===== config.mk =====
export PLATFORM = sky130hd
export DESIGN_NAME = stopwatch_lap_ctrl
export DESIGN_NICKNAME = d
export VERILOG_FILES = /design/src/rtl/stopwatch_pkg.sv /design/src/rtl/lap_fifo.sv /design/src/rtl/stopwatch_lap_ctrl.sv
export SDC_FILE = /design/constraint.sdc
export NUM_CORES = 1
export LEC_CHECK = 0
export CORE_MARGIN = 2
export CORE_UTILIZATION = 45
export CTS_CLUSTER_SIZE = 8
export DETAILED_ROUTE_END_ITERATION = 10
export PLACE_DENSITY = 0.77
export SYNTH_ARGS = -nofsm -noshare
export SYNTH_HDL_FRONTEND = slang
export SYNTH_HIERARCHICAL = 1
export SYNTH_SLANG_ARGS = --single-unit

===== constraint.sdc =====
create_clock -name clk -period 3 [get_ports clk]
set_input_delay 0.6 -clock clk [delete_from_list [all_inputs] [get_ports clk]]
set_output_delay 0.6 -clock clk [all_outputs]
set_load 0.01 [all_outputs]

===== src/rtl/stopwatch_pkg.sv =====
// Shared stopwatch types: controller state encoding used by the lap controller and display logic.
package stopwatch_pkg;

    typedef enum logic [1:0] {
        SW_IDLE  = 2'd0,
        SW_RUN   = 2'd1,
        SW_PAUSE = 2'd2
    } sw_state_e;

    function automatic sw_state_e sw_toggle_next(input sw_state_e s);
        case (s)
            SW_IDLE:  return SW_RUN;
            SW_RUN:   return SW_PAUSE;
            SW_PAUSE: return SW_RUN;
            default:  return SW_IDLE;
        endcase
    endfunction

endpackage


===== src/rtl/lap_fifo.sv =====
// First-word fall-through lap FIFO; push visible at head one cycle later, flush wins over push/pop.
// Backpressure: a push while full is accepted only if a pop happens in the same cycle.
module lap_fifo #(
    parameter int WIDTH = 16,
    parameter int DEPTH = 4
) (
    input  logic                     clk,
    input  logic                     reset,
    input  logic                     flush_i,
    input  logic                     push_i,
    input  logic [WIDTH-1:0]         push_dat_i,
    input  logic                     pop_i,
    output logic [WIDTH-1:0]         head_dat_o,
    output logic                     full_o,
    output logic                     empty_o,
    output logic [$clog2(DEPTH):0]   level_o
);

    localparam int AW = $clog2(DEPTH);
    localparam logic [AW-1:0] PTR_ONE  = AW'(1);
    localparam logic [AW:0]   LVL_ONE  = (AW+1)'(1);
    localparam logic [AW:0]   FULL_LVL = (AW+1)'(DEPTH);

    logic [WIDTH-1:0] mem_q [DEPTH];
    logic [AW-1:0]    wr_ptr_q;
    logic [AW-1:0]    rd_ptr_q;
    logic [AW:0]      level_q;
    logic [AW:0]      level_d;
    logic             do_push;
    logic             do_pop;

    assign empty_o    = (level_q == '0);
    assign full_o     = (level_q == FULL_LVL);
    assign head_dat_o = mem_q[rd_ptr_q];
    assign level_o    = level_q;

    assign do_pop  = pop_i && !empty_o;
    assign do_push = push_i && (!full_o || do_pop);

    always_comb begin
        level_d = level_q;
        if (flush_i) begin
            level_d = '0;
        end else if (do_push && !do_pop) begin
            level_d = level_q + LVL_ONE;
        end else if (do_pop && !do_push) begin
            level_d = level_q - LVL_ONE;
        end
    end

    always_ff @(posedge clk or posedge reset) begin
        if (reset) begin
            wr_ptr_q <= '0;
            rd_ptr_q <= '0;
            level_q  <= '0;
            for (int i = 0; i < DEPTH; i++) begin
                mem_q[i] <= '0;
            end
        end else begin
            level_q <= level_d;
            if (flush_i) begin
                wr_ptr_q <= '0;
                rd_ptr_q <= '0;
            end else begin
                if (do_push) begin
                    mem_q[wr_ptr_q] <= push_dat_i;
                    wr_ptr_q        <= wr_ptr_q + PTR_ONE;
                end
                if (do_pop) begin
                    rd_ptr_q <= rd_ptr_q + PTR_ONE;
                end
            end
        end
    end

endmodule


===== src/rtl/stopwatch_lap_ctrl.sv =====
// Stopwatch button controller: start/stop/clear FSM, wrapping counter and lap capture FIFO.
// Button effects land on the sampling edge; laps drain over valid/ready, overflow is sticky.
module stopwatch_lap_ctrl
    import stopwatch_pkg::*;
#(
    parameter int DATA_WIDTH = 16,
    parameter int MAX        = 99,
    parameter int LAP_DEPTH  = 4
) (
    input  logic                         clk,
    input  logic                         reset,
    input  logic                         tick,
    input  logic                         btn_toggle,
    input  logic                         btn_clear,
    input  logic                         btn_lap,
    output logic [DATA_WIDTH-1:0]        count,
    output logic                         running,
    output logic                         wrap,
    output logic                         lap_valid,
    input  logic                         lap_ready,
    output logic [DATA_WIDTH-1:0]        lap_data,
    output logic [$clog2(LAP_DEPTH):0]   lap_level,
    output logic                         lap_overflow
);

    localparam logic [DATA_WIDTH-1:0] MAX_C   = DATA_WIDTH'(MAX);
    localparam logic [DATA_WIDTH-1:0] CNT_ONE = DATA_WIDTH'(1);

    sw_state_e             state_q, state_d;
    logic [DATA_WIDTH-1:0] count_q, count_d;
    logic                  wrap_q, wrap_d;
    logic                  running_q, running_d;
    logic                  ovf_q, ovf_d;
    logic                  inc;
    logic                  lap_push;
    logic                  lap_pop;
    logic                  fifo_full;
    logic                  fifo_empty;

    // A toggle in the same cycle suppresses the increment, so stop freezes the shown value.
    assign inc      = (state_q == SW_RUN) && tick && !btn_toggle && !btn_clear;
    assign lap_push = btn_lap && !btn_clear && (state_q != SW_IDLE);
    assign lap_pop  = lap_valid && lap_ready;

    always_comb begin
        state_d = state_q;
        count_d = count_q;
        wrap_d  = 1'b0;
        ovf_d   = ovf_q;
        if (btn_clear) begin
            state_d = SW_IDLE;
            count_d = '0;
            ovf_d   = 1'b0;
        end else begin
            if (btn_toggle) begin
                state_d = sw_toggle_next(state_q);
            end
            if (inc) begin
                if (count_q == MAX_C) begin
                    count_d = '0;
                    wrap_d  = 1'b1;
                end else begin
                    count_d = count_q + CNT_ONE;
                end
            end
            if (lap_push && fifo_full && !lap_pop) begin
                ovf_d = 1'b1;
            end
        end
        running_d = (state_d == SW_RUN);
    end

    always_ff @(posedge clk or posedge reset) begin
        if (reset) begin
            state_q   <= SW_IDLE;
            count_q   <= '0;
            wrap_q    <= 1'b0;
            running_q <= 1'b0;
            ovf_q     <= 1'b0;
        end else begin
            state_q   <= state_d;
            count_q   <= count_d;
            wrap_q    <= wrap_d;
            running_q <= running_d;
            ovf_q     <= ovf_d;
        end
    end

    lap_fifo #(
        .WIDTH (DATA_WIDTH),
        .DEPTH (LAP_DEPTH)
    ) u_lap_fifo (
        .clk        (clk),
        .reset      (reset),
        .flush_i    (btn_clear),
        .push_i     (lap_push),
        .push_dat_i (count_q),
        .pop_i      (lap_pop),
        .head_dat_o (lap_data),
        .full_o     (fifo_full),
        .empty_o    (fifo_empty),
        .level_o    (lap_level)
    );

    assign count        = count_q;
    assign running      = running_q;
    assign wrap         = wrap_q;
    assign lap_valid    = !fifo_empty;
    assign lap_overflow = ovf_q;

endmodule


==> results_tabular.tex <==
\begin{tabular}{lr}
\hline
Metric & Value \\
\hline
\multicolumn{2}{l}{\textbf{Power}} \\
Worst ir drop on vdd & roughly 280 uV \\
Leakage & about 0.0024 uW \\
Overall power consumption & 2200 uW \\
Pwr/cell area & 391 nW/um\^{}2 \\
\multicolumn{2}{l}{\textbf{CTS}} \\
Clk slew on worst S/H paths & approximately 90 ps \\
Library cell used as clock root buffer & clkbuf\_8 \\
Maximum buffer depth of the clock tree & 2 \\
Cells resized by post-CTS repair & 0 \\
CTS tree & built \\
Count of clock tree sinks & between 90 and 100 \\
Clock latency on the worst-skew pair & 370 ps \\
CTS Hold Bufs & 0 \\
Maximum level of the CTS H-tree & 3 \\
Setup bufs post-CTS & 0 \\
CTS Buf Count & 9 \\
\multicolumn{2}{l}{\textbf{Route}} \\
Total via count after detailed routing & between 3000 and 4000 \\
Final WL & slightly below 10000 um \\
Number of optimization iterations in the first detailed-route pass & 4 \\
Routed vias/inst & between 5 and 6 \\
Detailed-route DRC error count & 0 \\
Routed wire per std cell & about 18 um \\
Detail Route Antenna Nets & 0 \\
Initial drt markers & between 200 and 300 \\
\multicolumn{2}{l}{\textbf{Setup path}} \\
Element type at the critical path end & output pin \\
Endpoint arrival time on the critical path & roughly 2200 ps \\
Biggest cell delay along the critical path & $\sim$750 ps \\
Startpoint kind of the worst setup timing path & flop \\
Critical path buffers and inverters & 2 \\
Launching element of the worst setup path & u\_lap\_fifo/rd\_ptr\_q[1] \\
CP top delay family & buffers and inverters \\
Startpoint of the worst register-to-register path & count[0] \\
Critical path, cell by cell & buf\_4 -> mux4\_2 -> clkdlybuf4s50\_1 \\
Worst setup path class & flop to output pin \\
Highest fanout seen on the critical path & 9 \\
Data required time of the worst path & around 2400 ps \\
Slowest cell on the critical path & dfrtp\_1 \\
\multicolumn{2}{l}{\textbf{Synthesis}} \\
Count of cell types in the netlist & 62 \\
Number of enable-type register cells in the synthesized netlist & 0 \\
Share of synthesized cell area in and, or, nand and nor gates & 0.115 \\
Post-Synth XOR/XNOR Area & 0.00726 \\
Ys flop type & dfrtp\_1 \\
Synth Area in Adders & 0.0171 \\
Post-Syn Nets & approximately 370 \\
Number of synthesis warnings & 6 \\
Mapped Area & around 4800 um\^{}2 \\
Area fraction in compound gates after synthesis & 0.0584 \\
Post-synthesis area per instance & approximately 14 um\^{}2 \\
Yosys reg bits & between 90 and 100 \\
Post-synthesis instance total & roughly 360 \\
Async set or reset register ratio after synthesis & 1.00 \\
Portion of the post-synthesis area used by sequential elements & 0.477 \\
Multiplexer area fraction after synthesis & 0.268 \\
Dominant combinational cell family by area after synthesis & multiplexers \\
\multicolumn{2}{l}{\textbf{Place}} \\
Placer congestion estimate & 0.875 \\
Count of buffers from port buffering & 45 \\
Dpl cell area & between 5000 and 6000 um\^{}2 \\
Worst slack, placed & between 300 and 400 ps \\
Detailed placer's ending HPWL & approximately 6400 um \\
\multicolumn{2}{l}{\textbf{Die}} \\
Initial cell density of the core & 0.465 \\
Die area & roughly 12000 um\^{}2 \\
I/O Pins & 46 \\
Number of rows created at floorplan & 37 \\
Core Region & about 10000 um\^{}2 \\
Die span in y & 108 um \\
Width of the chip & 108 um \\
\multicolumn{2}{l}{\textbf{Final layout}} \\
Filler cell count in the final layout & roughly 870 \\
Leading cell type in the layout, fill and taps excluded & dfrtp\_1 \\
Synth-to-Final Area Change & 16.9\% \\
Share of post-route cells with drive strength above 1 & 0.329 \\
Number of nets at the end of the flow & between 400 and 500 \\
Design Area, Final & 5640 um\^{}2 \\
N\_diodes & 0 \\
Commonest non-fill, non-tap cells in the layout & dfrtp\_1 (92), clkdlybuf4s50\_1 (45), mux2\_4 (40) \\
\multicolumn{2}{l}{\textbf{STA}} \\
Relative slew slack & 0.454 \\
Setup violators final & 0 \\
Min Clock Period, post-route & about 2800 ps \\
Sum of negative setup slack & 0 ps \\
RSZ-0062 raised after global routing & false \\
Minimum hold slack & between 500 and 600 ps \\
Final critical-path setup slack & 182 ps \\
Final period util & 0.939 \\
Worst Tran Pin Value & $\sim$820 ps \\
Max Freq & between 0.3 and 0.4 GHz \\
Setup Skew & 8.92 ps \\
Max-slew violations & 0 \\
Count of endpoints failing hold in the final timing report & 0 \\
\multicolumn{2}{l}{\textbf{GRT}} \\
First-pass GRT wire length & about 17000 um \\
Met3 capacity usage during global routing & 0.0418 \\
Overflow left after global routing & 0 \\
Number of antenna violations at the first check in global routing & 0 \\
Met1 usage & 0.244 \\
Maximum number of pins on one net before global-route repair & 37 \\
Via count of the first global-routing pass & approximately 3300 \\
Routing layer with the top usage in global route & met2 \\
Met2 Track Usage GR & 0.306 \\
Overall fraction of global-route tracks in use & 0.187 \\
\multicolumn{2}{l}{\textbf{Hold path}} \\
Path type of the worst min-delay path & flop to flop \\
Origin of the worst min-delay path & u\_lap\_fifo/mem\_q[29] \\
\multicolumn{2}{l}{\textbf{Status}} \\
Outcome & completed \\
\multicolumn{2}{l}{\textbf{Run}} \\
Max cap viols & 0 \\
\hline
\end{tabular}
final timing paths:
| path | endpoint | slack (ps) | cells after the start |
|---|---|---|---|
| setup / recovery | lap_data[7] | 180 | 3 |
| hold / removal | u_lap_fifo/mem_q[29] | 510 | 1 |
| setup reg to reg | count[5] | 700 | 6 |
| hold reg to reg | u_lap_fifo/mem_q[29] | 510 | 1 |
| max in group asynchronous | u_lap_fifo/mem_q[49] | 1640 | 3 |
| min in group asynchronous | u_lap_fifo/wr_ptr_q[0] | 720 | 2 |
where the power goes:
| part | total (uW) | internal (uW) | switching (uW) | leakage (uW) |
|---|---|---|---|---|
| Combinational | 111 | 46.8 | 64.6 | 0.00104 |
| Sequential | 1250 | 1250 | 8.15 | 0.00128 |
| Clock | 838 | 332 | 505 | 0.000103 |
cell families after synthesis:
logic type,count (synthesis)
DFF,92
and+or+nand+nor,89
muxes,86
AOI/OAI and AO/OA,39
buffers and inverters,39
adders and majority gates,6
xor gates and xnor gates,4
state kept, by name, summed over array words and instances, names as in the netlist:
signal,cells
state_q,2
count,16
wrap,1
lap_overflow,1
u_lap_fifo/mem_q,64
running,1
u_lap_fifo/rd_ptr_q,2
u_lap_fifo/wr_ptr_q,2
u_lap_fifo/level_o,3
stage by stage:
stage | instances | utilization
floorplan | 355 | -
global placement | 521 | 0.524
detailed placement | 521 | 0.524
CTS | 537 | 0.544
global route | 537 | 0.544
finish | 537 | 0.544
worst register-to-register path, cell delays in order, from the launching register on:
cell and delay, ps:
dfrtp_1 560, ha_1 330, and4b_2 250, nand4_1 390, buf_4 350, a31oi_1 160
o22ai_1 130
cell usage after synthesis (all sizes together), types with 4 or more instances:
| cell | n | area [um^2] |
|---|---|---|
| o211ai | 5 | 42.5 |
| nor2 | 15 | 56.3 |
| nor2b | 4 | 25.0 |
| nand3 | 14 | 75.1 |
| mux4 | 16 | 360 |
| ha | 5 | 62.6 |
| nor4 | 5 | 31.3 |
| nand2 | 12 | 45.0 |
| dfrtp | 92 | 2300 |
| or2 | 4 | 25.0 |
| clkbuf | 4 | 17.5 |
| inv | 11 | 41.3 |
| buf | 24 | 211 |
| nor4bb | 4 | 40.0 |
| mux2 | 67 | 905 |
| nand2b | 5 | 31.3 |
| nand4 | 6 | 58.8 |
| a31oi | 15 | 93.8 |
layout make-up:
| class | instances | area, um^2 | area share |
|---|---|---|---|
| multi-input combinational | 224 | 2310 | 0.410 |
| inverter | 11 | 41.3 | 0.00732 |
| clock inverter | 7 | 81.3 | 0.0144 |
| tap | 136 | 170 | 0.0302 |
| sequential | 92 | 2300 | 0.408 |
| clock buffer | 9 | 124 | 0.0220 |
| timing repair buffer | 58 | 611 | 0.108 |
metal layers:
| metal | up-vias | wire length (um) |
|---|---|---|
| met5 | - | 0 |
| met4 | 0 | 143 |
| met3 | 10 | 531 |
| met2 | 98 | 4930 |
| met1 | 1576 | 4210 |
| li1 | 1394 | - |
(Power assumes the default switching activity.)
